`src/rtl/fx_slave_pkg.sv`:
```
// fx slave register block: shared offsets, STATUS bit indices, window width.
// Imported by fx_slave_regs and fx_sync_fifo.
package fx_slave_pkg;

    localparam int WIN_W = 5;

    localparam logic [WIN_W-1:0] OFF_ID     = 5'h00;
    localparam logic [WIN_W-1:0] OFF_STATUS = 5'h01;
    localparam logic [WIN_W-1:0] OFF_CTRL   = 5'h02;
    localparam logic [WIN_W-1:0] OFF_FIFO   = 5'h03;
    localparam logic [WIN_W-1:0] OFF_LEVEL  = 5'h04;
    localparam logic [WIN_W-1:0] OFF_WRCNT  = 5'h05;
    localparam logic [WIN_W-1:0] OFF_RDCNT  = 5'h06;
    localparam logic [WIN_W-1:0] OFF_USER   = 5'h10;

    localparam int ST_EMPTY = 0;
    localparam int ST_FULL  = 1;
    localparam int ST_OVF   = 2;
    localparam int ST_UDF   = 3;

endpackage

```
`src/rtl/fx_sync_fifo.sv`:
```
// Byte FIFO, power-of-2 depth, with push/pop/flush, level and full/empty.
// Ports: clk, rst (sync, high), push/din, pop/dout, flush, empty, full, level, ovf (push dropped).
module fx_sync_fifo
    import fx_slave_pkg::*;
#(
    parameter int DEPTH = 16
) (
    input  logic                     clk,
    input  logic                     rst,
    input  logic                     push,
    input  logic [7:0]               din,
    input  logic                     pop,
    input  logic                     flush,
    output logic [7:0]               dout,
    output logic                     empty,
    output logic                     full,
    output logic [$clog2(DEPTH):0]   level,
    output logic                     ovf
);

    localparam int AW = $clog2(DEPTH);
    localparam logic [AW:0] FULL_CNT = (AW+1)'(DEPTH);

    logic [7:0]    mem_q [DEPTH];
    logic [AW-1:0] wptr_q, wptr_d;
    logic [AW-1:0] rptr_q, rptr_d;
    logic [AW:0]   cnt_q, cnt_d;
    logic          do_push, do_pop;

    assign empty = (cnt_q == '0);
    assign full  = (cnt_q == FULL_CNT);
    assign level = cnt_q;
    assign dout  = empty ? 8'h00 : mem_q[rptr_q];

    // Pop is evaluated first so a full FIFO can take a push in the same cycle.
    assign do_pop  = pop & ~empty & ~flush;
    assign do_push = push & ~flush & (~full | do_pop);
    assign ovf     = push & ~flush & full & ~do_pop;

    always_comb begin
        wptr_d = wptr_q;
        rptr_d = rptr_q;
        cnt_d  = cnt_q;
        if (flush) begin
            wptr_d = '0;
            rptr_d = '0;
            cnt_d  = '0;
        end else begin
            if (do_push) wptr_d = wptr_q + AW'(1);
            if (do_pop)  rptr_d = rptr_q + AW'(1);
            case ({do_push, do_pop})
                2'b10:   cnt_d = cnt_q + (AW+1)'(1);
                2'b01:   cnt_d = cnt_q - (AW+1)'(1);
                default: cnt_d = cnt_q;
            endcase
        end
    end

    always_ff @(posedge clk) begin
        if (rst) begin
            wptr_q <= '0;
            rptr_q <= '0;
            cnt_q  <= '0;
        end else begin
            wptr_q <= wptr_d;
            rptr_q <= rptr_d;
            cnt_q  <= cnt_d;
        end
    end

    // Storage needs no reset: dout is masked while empty.
    always_ff @(posedge clk) begin
        if (do_push) mem_q[wptr_q] <= din;
    end

endmodule

```
`src/rtl/fx_slave_regs.sv`:
```
// fx-bus responder: 32-byte window of ID/STATUS/CTRL/FIFO/LEVEL/USER regs, FIFO drained by st_* stream.
// Ports: clk_sys, rst, fx write/read strobes, fx_q, ctrl_out, user_regs, st_data/st_vld/st_rdy.
// Option: define FX_STATS_EN for WR_CNT (0x05) / RD_CNT (0x06) counters.
module fx_slave_regs
    import fx_slave_pkg::*;
#(
    parameter logic [21:0] BASE_ADDR  = 22'h010000,
    parameter int          FIFO_DEPTH = 16,
    parameter logic [7:0]  ID_BYTE    = 8'hA5
) (
    input  logic         clk_sys,
    input  logic         rst,
    input  logic [21:0]  fx_waddr,
    input  logic         fx_wr,
    input  logic [7:0]   fx_data,
    input  logic         fx_rd,
    input  logic [21:0]  fx_raddr,
    output logic [7:0]   fx_q,
    output logic [6:0]   ctrl_out,
    output logic [127:0] user_regs,
    output logic [7:0]   st_data,
    output logic         st_vld,
    input  logic         st_rdy
);

    localparam int LW = $clog2(FIFO_DEPTH) + 1;

    logic [WIN_W-1:0] woff, roff;
    logic             wr_hit, rd_hit;
    logic             wr_status, wr_ctrl, wr_fifo;
    logic             flush;

    logic [7:0] fx_q_q, fx_q_d;
    logic [6:0] ctrl_q, ctrl_d;
    logic       ovf_q, ovf_d;
    logic       udf_q, udf_d;
    logic [7:0] user_q [16];
    logic [7:0] rdata;

    logic          f_empty, f_full, f_ovf;
    logic [LW-1:0] f_level;
    logic [8:0]    lvl9;
    logic [7:0]    lvl8;
    logic          udf_set;

    assign woff   = fx_waddr[WIN_W-1:0];
    assign roff   = fx_raddr[WIN_W-1:0];
    assign wr_hit = fx_wr & (fx_waddr[21:WIN_W] == BASE_ADDR[21:WIN_W]);
    assign rd_hit = fx_rd & (fx_raddr[21:WIN_W] == BASE_ADDR[21:WIN_W]);

    assign wr_status = wr_hit & (woff == OFF_STATUS);
    assign wr_ctrl   = wr_hit & (woff == OFF_CTRL);
    assign wr_fifo   = wr_hit & (woff == OFF_FIFO);
    assign flush     = wr_ctrl & fx_data[0];

    fx_sync_fifo #(
        .DEPTH (FIFO_DEPTH)
    ) u_fifo (
        .clk   (clk_sys),
        .rst   (rst),
        .push  (wr_fifo),
        .din   (fx_data),
        .pop   (st_rdy),
        .flush (flush),
        .dout  (st_data),
        .empty (f_empty),
        .full  (f_full),
        .level (f_level),
        .ovf   (f_ovf)
    );

    assign st_vld = ~f_empty;

    // LEVEL only exceeds a byte when FIFO_DEPTH is 256; clamp that case.
    assign lvl9 = 9'(f_level);
    assign lvl8 = lvl9[8] ? 8'hFF : lvl9[7:0];

    // Peeking the FIFO head while empty is an underflow.
    assign udf_set = rd_hit & (roff == OFF_FIFO) & f_empty;

    // Sticky set beats a same-cycle W1C.
    assign ovf_d = f_ovf   | (ovf_q & ~(wr_status & fx_data[ST_OVF]));
    assign udf_d = udf_set | (udf_q & ~(wr_status & fx_data[ST_UDF]));
    assign ctrl_d = wr_ctrl ? fx_data[7:1] : ctrl_q;

`ifdef FX_STATS_EN
    logic [7:0] wr_cnt_q, wr_cnt_d;
    logic [7:0] rd_cnt_q, rd_cnt_d;

    always_comb begin
        wr_cnt_d = wr_cnt_q;
        rd_cnt_d = rd_cnt_q;
        if (wr_hit & (woff == OFF_WRCNT)) begin
            wr_cnt_d = 8'h00;
            rd_cnt_d = 8'h00;
        end else begin
            if (wr_hit) wr_cnt_d = wr_cnt_q + 8'd1;
            if (rd_hit) rd_cnt_d = rd_cnt_q + 8'd1;
        end
    end

    always_ff @(posedge clk_sys) begin
        if (rst) begin
            wr_cnt_q <= 8'h00;
            rd_cnt_q <= 8'h00;
        end else begin
            wr_cnt_q <= wr_cnt_d;
            rd_cnt_q <= rd_cnt_d;
        end
    end
`endif

    always_comb begin
        rdata = 8'h00;
        if (rd_hit) begin
            if (roff[4]) begin
                rdata = user_q[roff[3:0]];
            end else begin
                case (roff)
                    OFF_ID:     rdata = ID_BYTE;
                    OFF_STATUS: rdata = {4'b0, udf_q, ovf_q, f_full, f_empty};
                    OFF_CTRL:   rdata = {ctrl_q, 1'b0};
                    OFF_FIFO:   rdata = st_data;
                    OFF_LEVEL:  rdata = lvl8;
`ifdef FX_STATS_EN
                    OFF_WRCNT:  rdata = wr_cnt_q;
                    OFF_RDCNT:  rdata = rd_cnt_q;
`endif
                    default:    rdata = 8'h00;
                endcase
            end
        end
    end

    assign fx_q_d = fx_rd ? rdata : fx_q_q;

    always_ff @(posedge clk_sys) begin
        if (rst) begin
            fx_q_q <= 8'h00;
            ctrl_q <= 7'h00;
            ovf_q  <= 1'b0;
            udf_q  <= 1'b0;
            for (int i = 0; i < 16; i++) user_q[i] <= 8'h00;
        end else begin
            fx_q_q <= fx_q_d;
            ctrl_q <= ctrl_d;
            ovf_q  <= ovf_d;
            udf_q  <= udf_d;
            if (wr_hit & woff[4]) user_q[woff[3:0]] <= fx_data;
        end
    end

    assign fx_q     = fx_q_q;
    assign ctrl_out = ctrl_q;

    for (genvar n = 0; n < 16; n++) begin : g_user
        assign user_regs[8*n +: 8] = user_q[n];
    end

endmodule

```
`config.mk`:
```
export PLATFORM = sky130hd
export DESIGN_NAME = fx_slave_regs
export DESIGN_NICKNAME = d
export VERILOG_FILES = /design/src/rtl/fx_slave_pkg.sv /design/src/rtl/fx_sync_fifo.sv /design/src/rtl/fx_slave_regs.sv
export SDC_FILE = /design/constraint.sdc
export NUM_CORES = 1
export LEC_CHECK = 0
export ABC_AREA = 1
export CAP_MARGIN = 10
export CORE_ASPECT_RATIO = 0.7
export CORE_UTILIZATION = 49
export DETAILED_ROUTE_END_ITERATION = 16
export PLACE_DENSITY = 0.77
export SYNTH_ARGS = -nofsm -noshare
export SYNTH_HDL_FRONTEND = slang
export SYNTH_SLANG_ARGS = --single-unit
```
`constraint.sdc`:
```
create_clock -name clk_sys -period 3 [get_ports clk_sys]
set_clock_uncertainty 0.2 [all_clocks]
set_input_delay 0.3 -clock clk_sys [delete_from_list [all_inputs] [get_ports clk_sys]]
set_output_delay 0.3 -clock clk_sys [all_outputs]
set_load 0.01 [all_outputs]
```
==> out/results.tsv, run 1 <==
stage	metric	value	unit
worst_setup_path	cp-end-kind	output pin	
synthesis	yosys.area_share.simple	28.3	%
synthesis	synth_largest_area_cell	edfxtp_1	
routing	firstDrtPassIters	6	
sta	rsz0062_at_grt	false	
clocking	clock-sinks	290	
clocking	clk_latency	530	ps
cells_and_area	multi_input_area	4310	µm²
worst_setup_path	r2r_cells	16	
cells_and_area	layout.nets	1711	
floorplanning	die_width	198	µm
global_route	grt_max_degree	35	
cells_and_area	diodes	0	
synthesis	synth-xor-area-share	0.464	%
sta	drv_slew	0	
floorplanning	coreArea	26100	µm²
cells_and_area	design_area	17100	µm²
synthesis	synth-seq-area-share	63.3	%
synthesis	syn_area	13200	µm²
synthesis	synth_top_cell_area_share	58.1	%
clocking	cts_tree	done	
sta	layout_min_cycle_time	2930	ps
synthesis	synth_top_flop_cell	edfxtp_1	
worst_setup_path	cp.depth	8	
worst_setup_path	start_kind	flip-flop	
floorplanning	initial_utilization	50.7	%
worst_setup_path	rr_endpoint	u_fifo.level[3]	
min_path	hp-class	reg -> reg	
power_and_ir_drop	pwr_density_cell	638	nW/µm²
worst_setup_path	worstSetupPathType	reg -> out	
synthesis	synth_edf_count	256	
floorplanning	die_area	27700	µm²
synthesis	synth_cells	1367	
synthesis	ys_warn_count	0	
sta	setup_slack	74.7	ps
routing	drt_iter0_drc	1475	
global_route	antenna_found_initial	0	
placed_design	routabilityCongestion	0.997	
floorplanning	die_height	139	µm
routing	drc	0	
synthesis	synth_top_family_by_area	simple AND/OR/NAND/NOR gates	
synthesis	async_flop_share	0	%
synthesis	yosys-top-cells-area	edfxtp_1 58%, nor2_1 9.2%, nand2_1 9.1%, nand3_1 5.6%, dfxtp_1 5.1%	
global_route	track_usage	29.0	%
synthesis	synth_cell_types	38	
sta	slew_headroom	37.4	%
placed_design	dp_slack	-379	ps
worst_setup_path	critPathCapture	st_data[4]	
routing	vias_per_cell	5.50	
clocking	htreeDepth	1	
worst_setup_path	cp.required	2500	ps
job	drv_cap	0	
placed_design	dp_hpwl	29300	µm
run_status	outcome	completed	
clocking	hold_buffers	0	
synthesis	synth.area.mux_share	0	%
placed_design	postPlaceCellArea	16200	µm²
clocking	ctsRootBufferMaster	clkbuf_16	
worst_setup_path	r2r_slack	330	ps
worst_setup_path	path_max_fanout	32	
worst_setup_path	cpPeakStageDelay	560	ps
global_route	grt_overflow	0	
worst_setup_path	cp_top_family	buffers and inverters	
cells_and_area	drive_gt1_share	12.3	%
synthesis	syn-num-nets	1432	
cells_and_area	fillers	1983	
sta	finalSetupViolCount	0	
worst_setup_path	crit_chain	inv_1 -> buf_4 -> nand3_1 -> nand3_1 -> nand2_1 -> nand2_1 -> a21oi_1 -> clkdlybuf4s50_1	
synthesis	synth_seq_cells	290	
placed_design	portBuffers	208	
power_and_ir_drop	irDropWorstVdd	0.000682	V
worst_setup_path	worstPathArrival	2430	ps
worst_setup_path	crit_buf_inv	3	
power_and_ir_drop	power.leakage	6.85	nW
routing	postRouteAntennaNets	0	
min_path	hold_path.startpoint	fx_q[2]	
synthesis	synthMostInstantiatedCell	nor2_1	
synthesis	avgSynthCellArea	9.67	µm²
floorplanning	num_rows	49	
sta	fmax	342	MHz
synthesis	synth_fa_ha_area_share	0.757	%
clocking	clockBufferDepth	3	
clocking	cts_buffers	27	
routing	vias	11100	
routing	wl_per_cell	20.0	µm
routing	wl	40400	µm
global_route	grt_pass1_vias	10400	
sta	worst_pin_slew	938	ps
worst_setup_path	slowest_stage	clkdlybuf4s50_1	
global_route	grt_pass1_wl	60200	µm
worst_setup_path	timing.rr.start	u_fifo.level[0]	
synthesis	synth_common_cells	324 x nor2_1, 322 x nand2_1, 256 x edfxtp_1	
sta	hold_viol_final	0	
synthesis	synth_compound_area_share	2.96	%
sta	fin_crit_sh	97.5	%
cells_and_area	register_area	8370	µm²
cells_and_area	area_growth	29.7	%
floorplanning	num_io_pins	209	
clocking	clk_pin_slew	70	ps
[cell families (layout without fill, tap and decap cells)]
| group | count (synthesis) | in the layout |
|---|---|---|
| AND/OR/NAND/NOR | 862 | 862 |
| adder cells (fa/ha/maj) | 8 | 8 |
| flip-flops | 290 | 290 |
| AO/OA/AOI/OAI | 76 | 76 |
| buffers and inverters | 124 | 423 |
| XOR/XNOR | 7 | 7 |
[sequential cells by signal, indices dropped and copies added (netlist names), named ones only]
| register | flops |
|---|---|
| ctrl_out | 7 |
| ovf_q | 1 |
| user_q | 128 |
| fx_q | 8 |
| u_fifo.level | 5 |
| u_fifo.wptr_q | 4 |
| u_fifo.rptr_q | 4 |
| udf_q | 1 |
| u_fifo.mem_q | 128 |
[placed cells by master (no fill, tap or decap), types with 6 or more instances in the layout]
master and instances:
clkdlybuf4s50_1 204, dfxtp_1 33, nand2_1 322, clkinv_2 6
clkinv_1 13, nand3_1 149, o21ai_0 16, buf_4 90
edfxtp_1 256, nand2_2 22, clkbuf_1 6, nor2_1 322
inv_1 54, clkbuf_16 28, a21oi_1 51, ha_1 7
nand2_4 10, nor2_2 13, buf_12 6
[timing repair]
action                     4_1_cts  5_1_grt
gates resized for setup          0       16
setup endpoints to repair        0        9
setup buffers                    0        1
[worst min-delay path by stage]
stage | end | slack (ps) | cells past startpoint
after CTS | udf_q | 290 | 2
after global routing | u_fifo.mem_q[14][1] | 300 | 1
after detailed placement | udf_q | 280 | 2
after global placement | udf_q | 260 | 2
after floorplan | u_fifo.mem_q[0][0] | 200 | 0
final | fx_q[2] | 300 | 2
[routing by layer]
layer | up-vias | wire, µm | global-route usage [%]
met5 | - | 0 | 0
met4 | 0 | 1050 | 8.16
met3 | 76 | 5620 | 7.03
met2 | 780 | 17400 | 42.5
met1 | 5149 | 16300 | 42.9
li1 | 5112 | - | -
[final cells by class]
type	count	area share, %
clock buffer	35	4.23
clock inverter	14	0.591
inverter	68	1.50
multi-input combinational	953	25.2
sequential	290	48.8
tap	357	2.61
timing repair buffer	306	17.1
[per-stage QoR]
step / util (%) / total power [mW] / hold WS [ps] / setup TNS (ps) / instances
final: 65.8 / 10.9 / 299 / 0 / 2023
after global placement: 62.3 / 7.55 / 265 / -367 / 1972
after detailed placement: 62.3 / 7.61 / 283 / -892 / 1972
after global routing: 65.8 / 11.3 / 301 / 0 / 2023
after floorplan: - / 6.25 / 199 / 0 / 1367
after CTS: 65.5 / 10.8 / 295 / 0 / 2021
[power breakdown]
part	internal [mW]	switching [mW]	leakage, nW
logic	1.18	1.85	3.80
registers	4.53	0.140	2.64
clock network	1.79	1.45	0.410
[worst min-delay path: cells and delay by family, from the launching register on]
| family | cells | cell delay [ps] |
|---|---|---|
| AOI/OAI and AO/OA | 1 | 60 |
| DFF | 1 | 330 |
| and+or+nand+nor | 1 | 70 |
Note: power is estimated with default switching activity, not from simulation.
==> run 2: changes to the inputs <==
- CAP_MARGIN: 10 -> 5
- CORE_MARGIN: unset -> 2
==> run 2 against run 1 <==
Against the previous run:
- via count fell by 0.76%
- register-to-register slack hardly changed
- power up 0.81%
- sequential share of layout area decreased by 0.15 points
- combinational power decreased by 2%
- sequential cell count stayed put
- count of clock-buffer cells in the layout rose by 7
- final cell count rose by 0.49%
- global-route usage down 1.8 points
- core utilization down 1.3 points
- critical path depth increased by 1
- final area up 0.31%
- critical path type unchanged
- largest power group unchanged
- highest routed layer unchanged
==> out/results.tsv, run 2 (synthesis results as in run 1) <==
stage	metric	value	unit
global_route	grt_max_degree	33	
sta	hold_viol_final	0	
routing	wl	39800	µm
cells_and_area	stdcell_count	2033	
power_and_ir_drop	p_clk_share	30.7	%
cells_and_area	final_cell_mix	323 x nor2_1, 321 x nand2_1, 256 x edfxtp_1	
sta	drv_slew	0	
sta	fin_crit_sh	96.3	%
worst_setup_path	cp.required	2500	ps
sta	fin_setup_tns	0	ps
worst_setup_path	r2r_slack	340	ps
global_route	grt_pass1_wl	59600	µm
worst_setup_path	start_kind	flip-flop	
clocking	clk_pin_slew	60	ps
clocking	htreeDepth	1	
worst_setup_path	path_max_fanout	17	
global_route	grt_pass1_vias	10500	
clocking	clock-sinks	290	
routing	vias_per_cell	5.43	
power_and_ir_drop	pwr-share-comb	27.0	%
power_and_ir_drop	power	11.0	mW
global_route	antenna_found_initial	0	
global_route	track_usage	27.2	%
cells_and_area	register_area	8370	µm²
cells_and_area	final_common_cell	nor2_1	
global_route	grt_overflow	0	
routing	drc	0	
floorplanning	coreArea	26700	µm²
placed_design	dp_hpwl	28700	µm
worst_setup_path	r2r_cells	17	
floorplanning	die_height	141	µm
worst_setup_path	worstSetupPathType	reg -> out	
power_and_ir_drop	power.share.switching	30.8	%
sta	fmax	346	MHz
routing	postRouteAntennaNets	0	
power_and_ir_drop	p_sw	3.40	mW
worst_setup_path	rr_endpoint	u_fifo.level[4]	
min_path	hold_path_depth	1	
run_status	outcome	completed	
cells_and_area	diodes	0	
floorplanning	die_width	200	µm
placed_design	portBuffers	208	
power_and_ir_drop	p_int	7.63	mW
clocking	hold_buffers	0	
cells_and_area	multi_input_area	4320	µm²
clocking	cts_buffers	28	
clocking	ctsRootBufferMaster	clkbuf_16	
sta	layout_min_cycle_time	2890	ps
cells_and_area	drive_gt1_share	12.8	%
floorplanning	num_rows	50	
worst_setup_path	worstPathArrival	2390	ps
placed_design	placedCellCount	1978	
cells_and_area	area_growth	30.1	%
sta	rsz0062_at_grt	true	
min_path	hold_path.startpoint	fx_data[6]	
routing	firstDrtPassIters	5	
routing	vias	11000	
routing	drt_iter0_drc	1517	
floorplanning	num_io_pins	209	
placed_design	routabilityCongestion	1.00	
sta	whs	301	ps
min_path	hp-class	in -> reg	
worst_setup_path	timing.rr.start	u_fifo.level[0]	
cells_and_area	fillers	2059	
min_path	holdPathEnd	u_fifo.mem_q[7][6]	
floorplanning	die_area	28300	µm²
sta	finalSetupViolCount	0	
floorplanning	initial_utilization	49.6	%
clocking	clockBufferDepth	3	
worst_setup_path	cp-end-kind	output pin	
sta	worst_pin_slew	879	ps
power_and_ir_drop	irDropWorstVdd	0.000592	V
job	drv_cap	0	
sta	slew_headroom	41.4	%
cells_and_area	layout.nets	1713	
power_and_ir_drop	power.leakage	6.87	nW
power_and_ir_drop	pwr_density_cell	642	nW/µm²
routing	wl_per_cell	19.6	µm
clocking	cts_tree	done	
clocking	clk_latency	540	ps
power_and_ir_drop	p_seq_share	42.3	%
run 2: changes by cell type in the layout (fill, tap and decap cells not counted), moves of 2 or more:
cell / change
dlymetal6s2s_1: -3
buf_12: -2
clkbuf_1: -2
clkbuf_8: +3
dlygate4sd2_1: +6
clkdlybuf4s50_1: -3
clkbuf_4: +4
clkinv_4: -3
buf_6: +2
clkinv_1: -2
run 2: power groups by stage:
stage	combinational (mW)	clock (mW)	sequential, mW
floorplan	1.52	0	4.73
global placement	2.76	0	4.75
detailed placement	2.82	0	4.75
CTS	2.88	3.40	4.68
global route	3.23	3.55	4.68
finish	2.98	3.39	4.67
run 2: worst max-delay path by stage:
stage,endpoint,depth (start not counted)
after floorplan,u_fifo.level[4],21
after global placement,u_fifo.level[4],23
after detailed placement,u_fifo.level[4],23
after CTS,st_data[6],8
after global routing,u_fifo.level[4],23
final,st_data[2],9
run 2: cell type report:
type,count,area share [%]
Sequential cell,290,48.7
Multi-Input combinational cell,953,25.1
Timing Repair Buffer,307,16.9
Tap cell,364,2.65
Clock buffer,42,4.88
Inverter,68,1.51
Clock inverter,9,0.269
run 2: timing repair:
| action | 4_1_cts | 5_1_grt |
|---|---|---|
| setup buffers | 0 | 3 |
| gates resized for setup | 15 | 7 |
| setup endpoints to repair | 8 | 4 |
| endpoints found under the hold margin | 0 | 0 |
| gates cloned | 1 | 0 |
| pin swaps | 0 | 1 |
run 2: worst max-delay path, cell delays in order, from the launching register on:
cell and delay (ps):
dfxtp_4 390, inv_6 120, buf_12 170, nand2_1 60
nand3_1 60, nand3_1 90, nand2_1 100, nand2_1 90
a21oi_2 190, clkdlybuf4s50_1 560
run 2: per-stage QoR:
stage	util [%]	setup slack (ps)	area [µm²]
global route	64.5	-68.9	17200
global placement	60.8	-230	16200
detailed placement	60.8	-382	16200
floorplan	-	151	13200
finish	64.5	110	17200
CTS	64.4	2.52	17200
run 2: layer usage:
layer	wire, µm	share of wire (%)	global-route usage, %	vias up
met3	4310	11	5.58	67
met5	0	0	0	-
met1	17000	43	40.2	5230
met4	964	2.4	7.29	0
li1	-	-	-	5096
met2	17500	44	41.2	639
